==> config.mk <==
export PLATFORM = sky130hd
export DESIGN_NAME = wb_arbiter
export DESIGN_NICKNAME = d
export VERILOG_FILES = /design/src/rtl/wb_arbiter_pkg.sv /design/src/rtl/wb_scoreboard.sv /design/src/rtl/wb_arbiter.sv
export SDC_FILE = /design/constraint.sdc
export NUM_CORES = 1
export LEC_CHECK = 0
export BUFFER_PORTS_ARGS = -buffer_cell sky130_fd_sc_hd__buf_2
export CORE_MARGIN = 1.5
export CORE_UTILIZATION = 35
export DETAILED_ROUTE_END_ITERATION = 10
export PLACE_DENSITY = 0.62
export SYNTH_ARGS = -nofsm -noshare
export SYNTH_HDL_FRONTEND = slang
export SYNTH_HIERARCHICAL = 1
export SYNTH_SLANG_ARGS = --single-unit
==> constraint.sdc <==
create_clock -name clk -period 2.7 [get_ports clk]
set_input_delay 0.405 -clock clk [delete_from_list [all_inputs] [get_ports clk]]
set_output_delay 0.405 -clock clk [all_outputs]
set_load 0.02 [all_outputs]
==> src/rtl/wb_arbiter_pkg.sv <==
// rtl/wb_arbiter_pkg.sv - shared widths and requester encoding for the write-back arbiter
package wb_arbiter_pkg;
  localparam int XLEN   = 32;
  localparam int NREGS  = 32;
  localparam int REG_AW = 5;

  typedef enum logic {
    REQ_ALU = 1'b0,
    REQ_LSU = 1'b1
  } req_e;
endpackage

==> src/rtl/wb_scoreboard.sv <==
// rtl/wb_scoreboard.sv - per-register outstanding-write scoreboard
module wb_scoreboard
  import wb_arbiter_pkg::*;
#(
  parameter int NREGS = wb_arbiter_pkg::NREGS
) (
  input  logic              clk,
  input  logic              reset_n,
  input  logic              flush,
  input  logic              issue_valid,
  input  logic [REG_AW-1:0] issue_rd,
  input  logic              clr_valid,
  input  logic [REG_AW-1:0] clr_rd,
  output logic [NREGS-1:0]  pending
);

  logic [NREGS-1:0] pending_nxt;

  // Set is applied after clear so a same-cycle re-issue keeps the bit; x0 never tracks.
  always_comb begin
    pending_nxt = pending;
    if (clr_valid) pending_nxt[clr_rd] = 1'b0;
    if (issue_valid) pending_nxt[issue_rd] = 1'b1;
    pending_nxt[0] = 1'b0;
    if (flush) pending_nxt = '0;
  end

  always_ff @(posedge clk or negedge reset_n) begin
    if (!reset_n) begin
      pending <= '0;
    end else begin
      pending <= pending_nxt;
    end
  end

endmodule

==> src/rtl/wb_arbiter.sv <==
// rtl/wb_arbiter.sv - round-robin ALU/LSU write-back arbiter with registered RF write port
module wb_arbiter
  import wb_arbiter_pkg::*;
#(
  parameter int XLEN  = wb_arbiter_pkg::XLEN,
  parameter int NREGS = wb_arbiter_pkg::NREGS
) (
  input  logic              clk,
  input  logic              reset_n,
  input  logic              alu_valid,
  input  logic [REG_AW-1:0] alu_rd,
  input  logic [XLEN-1:0]   alu_data,
  output logic              alu_ready,
  input  logic              lsu_valid,
  input  logic [REG_AW-1:0] lsu_rd,
  input  logic [XLEN-1:0]   lsu_data,
  output logic              lsu_ready,
  input  logic              issue_valid,
  input  logic [REG_AW-1:0] issue_rd,
  input  logic              flush,
  output logic              rf_we,
  output logic [REG_AW-1:0] rf_waddr,
  output logic [XLEN-1:0]   rf_wdata,
  output logic [NREGS-1:0]  pending
);

  req_e              last_grant;
  logic              alu_win;
  logic              lsu_win;
  logic              accept;
  logic [REG_AW-1:0] acc_rd;
  logic [XLEN-1:0]   acc_data;

  // Under contention the side that did not win last time goes first.
  always_comb begin
    alu_win   = alu_valid && (!lsu_valid || (last_grant == REQ_LSU));
    lsu_win   = lsu_valid && !alu_win;
    alu_ready = alu_win && reset_n && !flush;
    lsu_ready = lsu_win && reset_n && !flush;
    accept    = alu_ready || lsu_ready;
    acc_rd    = alu_ready ? alu_rd : lsu_rd;
    acc_data  = alu_ready ? alu_data : lsu_data;
  end

  always_ff @(posedge clk or negedge reset_n) begin
    if (!reset_n) begin
      last_grant <= REQ_LSU;
      rf_we      <= 1'b0;
      rf_waddr   <= '0;
      rf_wdata   <= '0;
    end else begin
      rf_we <= accept && (acc_rd != '0);
      if (accept) begin
        last_grant <= alu_ready ? REQ_ALU : REQ_LSU;
      end
      // Writes to x0 are swallowed; the write port keeps its previous address/data.
      if (accept && (acc_rd != '0)) begin
        rf_waddr <= acc_rd;
        rf_wdata <= acc_data;
      end
    end
  end

  wb_scoreboard #(
    .NREGS(NREGS)
  ) u_scoreboard (
    .clk        (clk),
    .reset_n    (reset_n),
    .flush      (flush),
    .issue_valid(issue_valid),
    .issue_rd   (issue_rd),
    .clr_valid  (rf_we),
    .clr_rd     (rf_waddr),
    .pending    (pending)
  );

endmodule

======== After elaboration in Yosys (flattened, before gate mapping) ========
Index checks and enable logic that the tools add are counted.
word-level totals
  logic and storage cells ................. 37
  register bits ........................... 71
  output and inout bits ................... 72
cells by class
  bitwise gates (word level) .............. 3
  reduce and logical (&&, ||, !) cells .... 15
  mux-type cells .......................... 10
  order comparisons ....................... 4
operators by type and width
  operator                                                    count
  two-way mux 32 bit                                          4
  AND 32 bit                                                  1
  inverter 32 bit                                             1
  bitwise OR 32 bit                                           1
  less-than comparator 5 x 6 -> 1 bit, second input constant  2
  demux 1 bit (select 5 bit)                                  2
  >= comparator 5 x 1 -> 1 bit, second input constant         2
  logical AND 1 bit                                           9
  two-way mux 5 bit                                           1
  nonzero test 5 bit                                          1
  logical NOT 1 bit                                           3
  two-way mux 1 bit                                           3
  logical OR 1 bit                                            2

======== Logic depth before layout (Yosys ltp) ========
  word-level depth ........................ 10
  depth in mapped cells ................... 6

======== By module ========
The synthesis kept the hierarchy.
by module, submodules not included
  module         times used  sequential area each (um2)  cells an instance  area each (um2)
  wb_arbiter     1           977.2                       148                1,956.9
  wb_scoreboard  1           775.7                       155                1,512.7

======== Worst setup path before layout ========
No wires, ideal clock.
  path kind ............................... input -> register
  start point ............................. input port lsu_rd[2]
  end point ............................... register rf_waddr[0]
  arrival ................................. 1.505 ns
  library setup time ...................... 0.124 ns
  cell stages on the path ................. 5
  slack ................................... 1.071 ns
  path buffers ............................ 1
  path through ............................ or4_4 nor2_4 o22ai_4 buf_6 a2bb2oi_2
between the ends
  word-level cells in the longest chain between the ends .. 3
ends and longest elaborated chain
  element                 RTL line          RTL
  start: declaration      wb_arbiter.sv:15  input logic [REG_AW-1:0] lsu_rd,
  two-way mux 5 bit       wb_arbiter.sv:41  acc_rd = alu_ready ? alu_rd : lsu_rd;
  nonzero test 5 bit      wb_arbiter.sv:57  if (accept && (acc_rd != '0)) begin
  logical AND 1 bit       wb_arbiter.sv:57
  end signal: assignment  wb_arbiter.sv:58  rf_waddr <= acc_rd;
  end: declaration        wb_arbiter.sv:22  output logic [REG_AW-1:0] rf_waddr,
No other way between the ends.
A chain may end at the register's enable or synchronous reset.

======== Final worst setup path ========
  start point ............................. input port reset_n
  end point ............................... output port alu_ready
between the ends
  word-level cells in the longest chain between the ends .. 2
ends and longest elaborated chain
  element                         RTL line          RTL
  start: declaration              wb_arbiter.sv:9   input logic reset_n,
  logical AND 1 bit (2 in a row)  wb_arbiter.sv:38  alu_ready = alu_win && reset_n && !flush;
  end: declaration                wb_arbiter.sv:13  output logic alu_ready,
No other way between the ends.

==> results.json <==
{
  "outcome": "finished, final reports clean",
  "die-area_um2": 10500,
  "ant_nets": 0,
  "critical_path_class": "in -> out",
  "skew_ns": 0.00601,
  "initial_core_util_pct": 35.8,
  "setup_tns_ns": 0,
  "intPower_mw": 2.19,
  "timing.rr.end": "rf_wdata[15]$_DFFE_PN0P_",
  "path_cells": "dlygate4sd3_1, buf_4, nand3b_1, a21o_1, buf_4, inv_1, buf_2",
  "layout-drive-gt1-share_pct": 46.1,
  "grt_pass1_vias": 3159,
  "drv_slew": 0,
  "cp.arrival_ns": 2.12,
  "viasPerCell": 5.22,
  "cts.sinks": 70,
  "total_leakage_power_nw": 2.19,
  "htreeDepth": 3,
  "synthTopCellsByArea": "dfrtp_1, a2bb2oi_2, o21ai_0",
  "antenna_found_initial": 0,
  "cts_root_buffer": "clkbuf_8",
  "worst-slew-pin-transition_ns": 0.743,
  "power_frac_comb_pct": 25.7,
  "min_path_type": "in -> reg",
  "worstHoldPathCells": 3,
  "synthFlopType": "dfrtp_1",
  "syn_area_um2": 3470,
  "vias": 3138,
  "avgSynthCellArea_um2": 11.5,
  "cp_max_fo": 17,
  "dpl_cell_area_um2": 4360,
  "hold-worst-slack_ns": 0.344,
  "core_area_um2": 9680,
  "r2r_cells": 5,
  "layout.nets": 546,
  "finalCriticalPeriod_ns": 2.53,
  "finalSetupViolations": 0,
  "worst_hold_path.endpoint": "rf_wdata[22]$_DFFE_PN0P_",
  "grt_pass1_wl_mm": 15.7,
  "design_area_um2": 4620,
  "switchingPower_mw": 0.999,
  "synth_top_area_share_pct": 49.8,
  "place.port_buffers": 155,
  "p_per_area_nw_per_um2": 689,
  "slowest_delay_ns": 0.56,
  "rows": 36,
  "clock_power_share_pct": 32.2,
  "finalHoldViolCount": 0,
  "area_growth_pct": 33.3,
  "ys_ff_latch": 70,
  "drt_first_pass_iters": 4,
  "cts_buffer_depth": 2,
  "ys_seq_area_share_pct": 50.5,
  "setup_ws_ns": 0.172,
  "wire_per_inst_um": 16.4,
  "start_kind": "primary input",
  "path_delay_family": "buffers and inverters",
  "min_period_over_period_pct": 93.6,
  "crit_required_ns": 2.30,
  "overflow": 0,
  "power.share.sequential_pct": 42.1,
  "worst_skew_pair.late_latency_ns": 0.34,
  "worst_path_most_repeated_cell": "buf_4",
  "syn_nets": 388,
  "clkTransAtPathRegs_ns": 0.08,
  "drc": 0,
  "place_hpwl_mm": 7.21,
  "end_kind": "output port",
  "fmax_mhz": 396,
  "power_mw": 3.19,
  "post_cts_buffers": 0,
  "ff2ff_setup_slack_ns": 1.00,
  "maxCapViolCount": 0,
  "drtIter0Drc": 74,
  "ys_warn_count": 6,
  "slew-limit-headroom_pct": 50.5,
  "grtUsageTotal_pct": 19.7,
  "gp_congestion": 0.751,
  "yosys.area.top_type": "dfrtp_1",
  "io_pins": 157,
  "synthCells": 303,
  "place_ws_ns": 0.605,
  "numCtsBuffers": 9,
  "die_x_um": 103,
  "fp.dieH_um": 103,
  "rsz0062_at_grt": "no",
  "crit_buf_inv": 5,
  "crit_slowest_cell": "dlygate4sd3_1",
  "synth_edf_count": 0,
  "grt_max_degree": 59,
  "routed_wl_mm": 9.88,
  "synthArstFlopShare_pct": 100,
  "cts_tree": "yes",
  "min_from": "lsu_data[22]",
  "ys_types": 32,
  "ir_drop_mv": 0.342,
  "timing.rr.start": "last_grant$_DFFE_PN1P_",
  "power_switching_share_pct": 31.3
}
-- worst register-to-register path, delay by kind of cell (launching register included) --
kind,cells,cell delay (ns)
buffers and inverters,2,0.43
flip-flops,1,0.55
AO/OA/AOI/OAI,3,0.65
-- final cells by class --
class | instances | area, um^2
antenna | 2 | 5.00
clock buffer | 9 | 124
clock inverter | 7 | 121
fill | 917 | 5060
inverter | 6 | 22.5
multi-input combinational | 209 | 1580
sequential | 70 | 1750
tap | 133 | 166
timing repair buffer | 165 | 856
-- layout by cell type, fill, tap and decap left out, drive strengths merged, types with 7 or more instances in the layout --
cell type,n
a2bb2oi,34
and2b,15
buf,164
clkbuf,9
dfrtp,69
inv,7
nand3b,10
nor2b,16
o21ai,65
o22ai,35
-- worst max path at each step --
stage	startpoint	end	slack, ns	cells past startpoint
floorplan	lsu_rd[2]	rf_waddr[0]$_DFFE_PN0P_	1.07	5
global placement	reset_n	alu_ready	0.66	6
detailed placement	reset_n	rf_wdata[16]$_DFFE_PN0P_	0.61	6
CTS	reset_n	alu_ready	0.04	7
global route	reset_n	alu_ready	0.03	7
finish	reset_n	alu_ready	0.17	7
-- synth_stat cells, types with 3 or more instances --
| master | n |
|---|---|
| nand3b_1 | 10 |
| a2bb2oi_2 | 27 |
| clkbuf_1 | 9 |
| inv_1 | 6 |
| nor2_1 | 4 |
| nor2b_1 | 16 |
| o22ai_1 | 34 |
| buf_4 | 3 |
| buf_6 | 5 |
| a2bb2oi_1 | 7 |
| dfrtp_1 | 69 |
| o21ai_1 | 13 |
| nand2_1 | 4 |
| o21ai_0 | 52 |
| and2b_1 | 15 |
| nand3_1 | 3 |
| or3b_1 | 5 |
-- sequential cells by signal, summed over array words and instances, names as in the netlist --
register              cells
u_scoreboard/pending     31
rf_wdata                 32
rf_waddr                  5
rf_we                     1
last_grant                1
-- per-layer routing --
layer | track usage [%] | vias to the layer above | wire length, um
li1 | - | 1472 | -
met1 | 26.0 | 1488 | 4260
met2 | 31.4 | 160 | 4710
met3 | 3.73 | 18 | 692
met4 | 9.48 | 0 | 216
met5 | 0 | - | 0
-- cell families after synthesis --
group                  Yosys count  share of synthesized area, %
other                            1                         0.108
flip-flops                      70                          50.5
AND/OR/NAND/NOR                 67                          13.8
AO/OA/AOI/OAI                  140                          30.9
buffers and inverters           24                          4.04
multiplexers                     1                         0.649
-- stage by stage --
| stage | std cells | utilization, % |
|---|---|---|
| global route | 599 | 47.7 |
| CTS | 599 | 47.7 |
| detailed placement | 582 | 45.0 |
| floorplan | 303 | - |
| finish | 601 | 47.8 |
| global placement | 582 | 45.0 |
-- power groups by stage --
stage / Sequential, mW / Clock, mW / Combinational [mW]
final: 1.34 / 1.03 / 0.819
after global routing: 1.37 / 1.10 / 0.886
after CTS: 1.34 / 1.05 / 0.826
after detailed placement: 1.36 / 0 / 0.828
after global placement: 1.36 / 0 / 0.806
after floorplan: 1.51 / 0 / 0.337
-- repair_timing --
item / CTS / global route
endpoints found under the hold margin: 11 / 0
hold buffers: 1 / 0
resized for setup: 0 / 2
setup endpoints to repair: 0 / 2
(Power assumes the default switching activity.)
